**config.mk**
```make
export PLATFORM = sky130hd
export DESIGN_NAME = apb_master_arbiter
export DESIGN_NICKNAME = d
export VERILOG_FILES = /design/src/rtl/apb_pkg.sv /design/src/rtl/apb_rr_arbiter.sv /design/src/rtl/apb_master_arbiter.sv
export SDC_FILE = /design/constraint.sdc
export NUM_CORES = 1
export LEC_CHECK = 0
export ABC_AREA = 1
export BUFFER_PORTS_ARGS = -buffer_cell sky130_fd_sc_hd__buf_2
export CAP_MARGIN = 20
export CORE_AREA = 5 5 156 158
export CTS_BUF_LIST = sky130_fd_sc_hd__clkbuf_4
export DETAILED_ROUTE_END_ITERATION = 8
export DIE_AREA = 0 0 161 163
export PLACE_DENSITY_LB_ADDON = 0.12
export SYNTH_ARGS = -nofsm -noshare
export SYNTH_HDL_FRONTEND = slang
export SYNTH_SLANG_ARGS = --single-unit
```
**constraint.sdc**
```tcl
create_clock -name pclk -period 2.7 [get_ports pclk]
set_input_delay 0.54 -clock pclk [delete_from_list [all_inputs] [get_ports pclk]]
set_output_delay 0.54 -clock pclk [all_outputs]
set_load 0.03 [all_outputs]
```
**src/rtl/apb_pkg.sv**
```systemverilog
// Shared types and default widths for the APB master arbiter.
package apb_pkg;

    // Phases of a single APB transfer as driven by the master.
    typedef enum logic [1:0] {
        APB_IDLE   = 2'd0,
        APB_SETUP  = 2'd1,
        APB_ACCESS = 2'd2
    } apb_state_e;

    localparam int APB_ADDR_W = 32;
    localparam int APB_DATA_W = 32;

endpackage

```
**src/rtl/apb_rr_arbiter.sv**
```systemverilog
// Round-robin arbiter: rotate-priority search starting one past the last
// winner, with the pointer advanced only when a grant is actually taken.
module apb_rr_arbiter #(
    parameter int NUM_REQ = 4,
    localparam int IDX_W = (NUM_REQ > 1) ? $clog2(NUM_REQ) : 1
) (
    input  logic               clk,
    input  logic               rst_n,
    input  logic [NUM_REQ-1:0] req,
    input  logic               update,
    output logic [NUM_REQ-1:0] grant,
    output logic [IDX_W-1:0]   grant_idx,
    output logic               any_grant
);

    logic [IDX_W-1:0] ptr;
    logic [IDX_W-1:0] cand;

    // First requester found scanning from ptr+1 upward, wrapping at NUM_REQ.
    always_comb begin
        grant     = '0;
        grant_idx = '0;
        any_grant = 1'b0;
        cand      = '0;
        for (int k = 1; k <= NUM_REQ; k++) begin
            cand = IDX_W'((int'(ptr) + k) % NUM_REQ);
            if (!any_grant && req[cand]) begin
                any_grant = 1'b1;
                grant_idx = cand;
            end
        end
        if (any_grant) begin
            grant[grant_idx] = 1'b1;
        end
    end

    // Pointer remembers the last accepted requester; reset value makes
    // requester 0 the first in line.
    always_ff @(posedge clk or negedge rst_n) begin
        if (!rst_n) begin
            ptr <= IDX_W'(NUM_REQ - 1);
        end else if (update) begin
            ptr <= grant_idx;
        end
    end

endmodule

```
**src/rtl/apb_master_arbiter.sv**
```systemverilog
// Shares one APB master port between NUM_REQ requesters. A round-robin
// arbiter picks a command, the IDLE/SETUP/ACCESS FSM runs one APB transfer,
// and the result is returned as a one-cycle rsp_valid pulse to the owner.
//
// Command handshake: a command transfers at a rising edge where
// req_valid[i] & req_ready[i]. While valid and not ready the requester holds
// req_write/req_addr/req_wdata stable and may not drop req_valid. req_ready
// is one-hot or zero and is only offered in IDLE and ACCESS.
module apb_master_arbiter
    import apb_pkg::*;
#(
    parameter int NUM_REQ = 4,
    parameter int ADDR_W  = APB_ADDR_W,
    parameter int DATA_W  = APB_DATA_W
) (
    input  logic                      pclk,
    input  logic                      presetn,
    input  logic [NUM_REQ-1:0]        req_valid,
    output logic [NUM_REQ-1:0]        req_ready,
    input  logic [NUM_REQ-1:0]        req_write,
    input  logic [NUM_REQ*ADDR_W-1:0] req_addr,
    input  logic [NUM_REQ*DATA_W-1:0] req_wdata,
    output logic [NUM_REQ-1:0]        rsp_valid,
    output logic [DATA_W-1:0]         rsp_rdata,
    output logic                      psel,
    output logic                      penable,
    output logic [ADDR_W-1:0]         paddr,
    output logic                      pwrite,
    output logic [DATA_W-1:0]         pwdata,
    input  logic [DATA_W-1:0]         prdata,
    output apb_state_e                dbg_state
);

    localparam int IDX_W = (NUM_REQ > 1) ? $clog2(NUM_REQ) : 1;

    apb_state_e         state;
    apb_state_e         next_state;
    logic [NUM_REQ-1:0] grant;
    logic [IDX_W-1:0]   grant_idx;
    logic               any_grant;
    logic               arb_open;
    logic               accept;
    logic [IDX_W-1:0]   owner;

    // Arbitration is offered whenever the bus can take a new SETUP next cycle.
    assign arb_open  = (state != APB_SETUP);
    assign accept    = arb_open & any_grant;
    assign req_ready = arb_open ? grant : '0;
    assign dbg_state = state;

    apb_rr_arbiter #(
        .NUM_REQ (NUM_REQ)
    ) u_arb (
        .clk       (pclk),
        .rst_n     (presetn),
        .req       (req_valid),
        .update    (accept),
        .grant     (grant),
        .grant_idx (grant_idx),
        .any_grant (any_grant)
    );

    // FSM state register; async reset drops psel/penable immediately.
    always_ff @(posedge pclk or negedge presetn) begin
        if (!presetn) begin
            state <= APB_IDLE;
        end else begin
            state <= next_state;
        end
    end

    // Next state and APB control strobes.
    always_comb begin
        next_state = state;
        psel       = 1'b0;
        penable    = 1'b0;
        case (state)
            APB_IDLE: begin
                if (accept) next_state = APB_SETUP;
            end
            APB_SETUP: begin
                psel       = 1'b1;
                next_state = APB_ACCESS;
            end
            APB_ACCESS: begin
                psel       = 1'b1;
                penable    = 1'b1;
                next_state = accept ? APB_SETUP : APB_IDLE;
            end
            default: begin
                next_state = APB_IDLE;
            end
        endcase
    end

    // Latch the winning command; the bus fields only move on entry to SETUP.
    always_ff @(posedge pclk or negedge presetn) begin
        if (!presetn) begin
            paddr  <= '0;
            pwrite <= 1'b0;
            pwdata <= '0;
            owner  <= '0;
        end else if (accept) begin
            paddr  <= req_addr[int'(grant_idx)*ADDR_W +: ADDR_W];
            pwrite <= req_write[grant_idx];
            pwdata <= req_wdata[int'(grant_idx)*DATA_W +: DATA_W];
            owner  <= grant_idx;
        end
    end

    // Completion: capture read data at the end of ACCESS and pulse the owner.
    // owner is read before a same-edge accept overwrites it.
    always_ff @(posedge pclk or negedge presetn) begin
        if (!presetn) begin
            rsp_valid <= '0;
            rsp_rdata <= '0;
        end else begin
            rsp_valid <= '0;
            if (state == APB_ACCESS) begin
                rsp_valid[owner] <= 1'b1;
                rsp_rdata        <= pwrite ? '0 : prdata;
            end
        end
    end

endmodule

```
==> Flow_metrics.wiki <==
{| class="wikitable"
! Metric !! Value
|-
| Register area share after synthesis || 38.20%
|-
| Instance count after placement with tap cells included || 1739
|-
| Maximum number of pins on one net before global-route repair || 108
|-
| Most Frequent Cell on Critical Path || nand2_2
|-
| Reg-to-reg critical path startpoint || u_arb.ptr[0]
|-
| Setup TNS Final || -1.550 ns
|-
| Total CTS buffers || 9
|-
| Worst slew margin relative to its limit || 32.51%
|-
| Leak || 6.060 nW
|-
| Fin nets || 1781
|-
| I/O pin count || 407
|-
| Result of the run || finished with violations
|-
| Total half-perimeter wirelength after legalization and detailed placement || 20870 um
|-
| Iteration-0 DRC Markers || 467
|-
| Die boundary height || 163 um
|-
| Buffers & Inverters on Critical Path || 3
|-
| Post-synthesis cell count || 1089
|-
| Sinks on the clock net || 107
|-
| Yosys Warn Count || 0
|-
| CP max stage cell || dfstp_2
|-
| DR WL/cell || 15.68 um
|-
| Highest achievable clock rate || 0.3496 GHz
|-
| Starting density of the core || 30.53%
|-
| Final weighted congestion in routability-driven placement || 0.8491
|-
| Data required time of the critical path || 2.16 ns
|-
| Compound-Gate Fraction of Synth Area || 6.884%
|-
| Leading cell type in the layout, fill and taps excluded || nand2_1
|-
| Cell family with most CP delay || simple AND/OR/NAND/NOR gates
|-
| Fillers || 2521
|-
| Unique masters post-synth || 26
|-
| Proportion of layout cells with a drive suffix above 1 || 34.25%
|-
| Detailed Routing Iterations Pass 1 || 4
|-
| Highest-count cells in the layout ignoring fill and taps || 404 x nand2_1, 401 x buf_2, 191 x inv_1, 189 x nand3_1, 105 x dfrtp_1
|-
| Core region area || 0.02298 mm^2
|-
| Overflow left after global routing || 0
|-
| Number of pins with negative max-slew slack in the final report || 0
|-
| Clock buffer depth || 2
|-
| Xor/xnor share of the synthesized area || 0%
|-
| Number of port buffers || 406
|-
| Antenna violations before repair || 7
|-
| Count of unresolved DRC violations after routing || 0
|-
| CTS tree || built
|-
| Element type at the critical path start || flop
|-
| Wire length of the first global-routing pass || 42500 um
|-
| Remaining number of nets flagged by the antenna check after routing || 0
|-
| Critical path launch point || u_arb.ptr[0]
|-
| Total number of vias || 8063
|-
| Total count of hold-check failures in the final report || 0
|-
| Net count after synthesis || 1392
|-
| Peak supply drop || 0.0009784 V
|-
| Worst-margin pin slew || 1.010 ns
|-
| Largest fanout on the critical path || 8
|-
| WP data arrival || 2.32 ns
|-
| Post-synthesis mux area share || 0%
|-
| Number of max-capacitance violations reported || 0
|-
| Routed wire length || 27840 um
|-
| Horiz. Die Dim || 161 um
|-
| Netlist Area Pre-Place || 0.007015 mm^2
|-
| Via count of the first global-routing pass || 7977
|-
| Final Worst Setup Slack || -0.1607 ns
|-
| Dominant combinational cell family by area after synthesis || simple AND/OR/NAND/NOR gates
|-
| Category of the critical setup timing path || flop to primary output
|-
| Type of the tightest min-delay check || input pin to async pin
|-
| CP endpoint kind || primary output
|-
| Power density normalized to cell area || 1699 mW/mm^2
|-
| Synthesized area divided by synthesized cell count || 6.442 um^2
|-
| Site row count || 56
|-
| Post-placement setup slack || 0.005130 ns
|-
| Synth Area in Simple Gates || 38.26%
|-
| Min Tclk post-route || 2.861 ns
|-
| Area occupied by multi-input gates || 0.003386 mm^2
|-
| Final std cell area, no fill || 0.009793 mm^2
|-
| Violated checks || setup timing
|-
| Clock transition at path regs || 0.22 ns
|-
| Synthesized flop and latch total || 107
|-
| Number of levels in the clock H-tree || 3
|-
| Unrepaired setup endpoints after global routing || yes
|-
| Placement-stage cell area || 0.009336 mm^2
|-
| Final worst-path cycle share || 106.0%
|-
| Cell chain of the critical path || inv_4 > nand2_1 > nand2_2 > nand2_2 > nand2_2 > inv_1 > nand2_2 > nand2_1 > nand3_4 > nor3_4 > buf_6
|-
| Worst Clk Skew || 0.02773 ns
|-
| Clock Tree Root || clkbuf_4
|-
| Synthesized-area fraction occupied by adder cells || 0.8917%
|-
| Floorplan die area || 0.02624 mm^2
|-
| Layout-stage area growth over the synthesis result || 39.59%
|-
| CP peak stage delay || 0.67 ns
|-
| Sequential cell area || 0.002680 mm^2
|-
| Number of failing setup endpoints in the final timing report || 36
|-
| Global-route total usage across every layer || 20.25%
|-
| Final instance count without filler cells || 1776
|-
| Post-route total power || 16.64 mW
|-
| Clock latency on the worst-skew pair || 0.51 ns
|-
| Via/cell ratio || 4.540
|}
==> cells in the mapped netlist, drive strengths merged <==
library cell,number,share of area (%)
inv,197,11
a31oi,1,0.089
o32ai,1,0.12
nand3,196,14
o211ai,37,4.0
buf,55,4.4
dfstp,2,0.75
ha,5,0.89
a21oi,2,0.14
nor3,7,0.50
nand2,424,23
dfrtp,105,37
nor2,7,0.71
clkbuf,14,0.75
o21ai,35,2.5
or2,1,0.089
==> worst paths after layout <==
kind | end | slack, ns | depth (start not counted)
worst max-delay path | req_ready[3] | -0.16 | 11
min in group pclk | rsp_rdata[11] | 0.24 | 3
worst min register to register | rsp_valid[2] | 0.48 | 1
max in group asynchronous | pwdata[11] | 2.15 | 2
worst max register to register | paddr[1] | -0.08 | 11
worst min-delay path | rsp_rdata[11] | 0.05 | 2
==> where the power goes <==
| group | internal, mW | switching [mW] | leakage, nW | total [mW] |
|---|---|---|---|---|
| logic | 4.24 | 8.61 | 4.65 | 12.8 |
| registers | 2.47 | 0.408 | 1.33 | 2.88 |
| clock network | 0.234 | 0.690 | 0.0826 | 0.924 |
==> kinds of logic (layout without fill, tap and decap cells) <==
family / count (synthesis) / after routing
and+or+nand+nor: 635 / 635
buffers and inverters: 266 / 660
DFF: 107 / 107
AOI/OAI and AO/OA: 76 / 76
adders and majority gates: 5 / 5
other: 0 / 3
==> flip-flops by register name (all words and copies together) (netlist names) <==
signal,flops
pwrite,1
dbg_state,2
paddr,32
pwdata,32
owner,2
rsp_rdata,32
rsp_valid,4
u_arb.ptr,2
==> layer usage <==
layer | global-route usage [%] | part of all wire [%] | vias up
met5 | 0 | 0.15 | -
li1 | - | - | 4126
met1 | 24.15 | 40 | 3587
met2 | 35.40 | 49 | 300
met4 | 6.630 | 2.6 | 6
met3 | 5.619 | 7.9 | 44
==> per-stage QoR <==
step | hold slack (ns) | utilization (%)
floorplan | 0.2444 | -
global placement | 0.4587 | 40.63
detailed placement | 0.4572 | 40.63
CTS | 0.05810 | 41.96
global route | 0.03263 | 42.61
finish | 0.04571 | 42.61
==> final cells by class <==
| type | instances | share of cell area [%] |
|---|---|---|
| well taps | 290 | 3.705 |
| clock buffers | 9 | 0.6899 |
| clock inverters | 7 | 0.9327 |
| multi-input cells | 716 | 34.57 |
| repair buffers | 447 | 24.98 |
| inverters | 197 | 7.679 |
| diodes | 3 | 0.07666 |
| flip-flops and latches | 107 | 27.37 |
==> repair_timing <==
item / in CTS / in global routing
setup buffers: 12 / 6
gates resized for setup: 17 / 28
hold buffers: 0 / 0
pin swaps: 18 / 12
endpoints found under the setup margin: 16 / 41
Power figures use the tool's default switching activity.
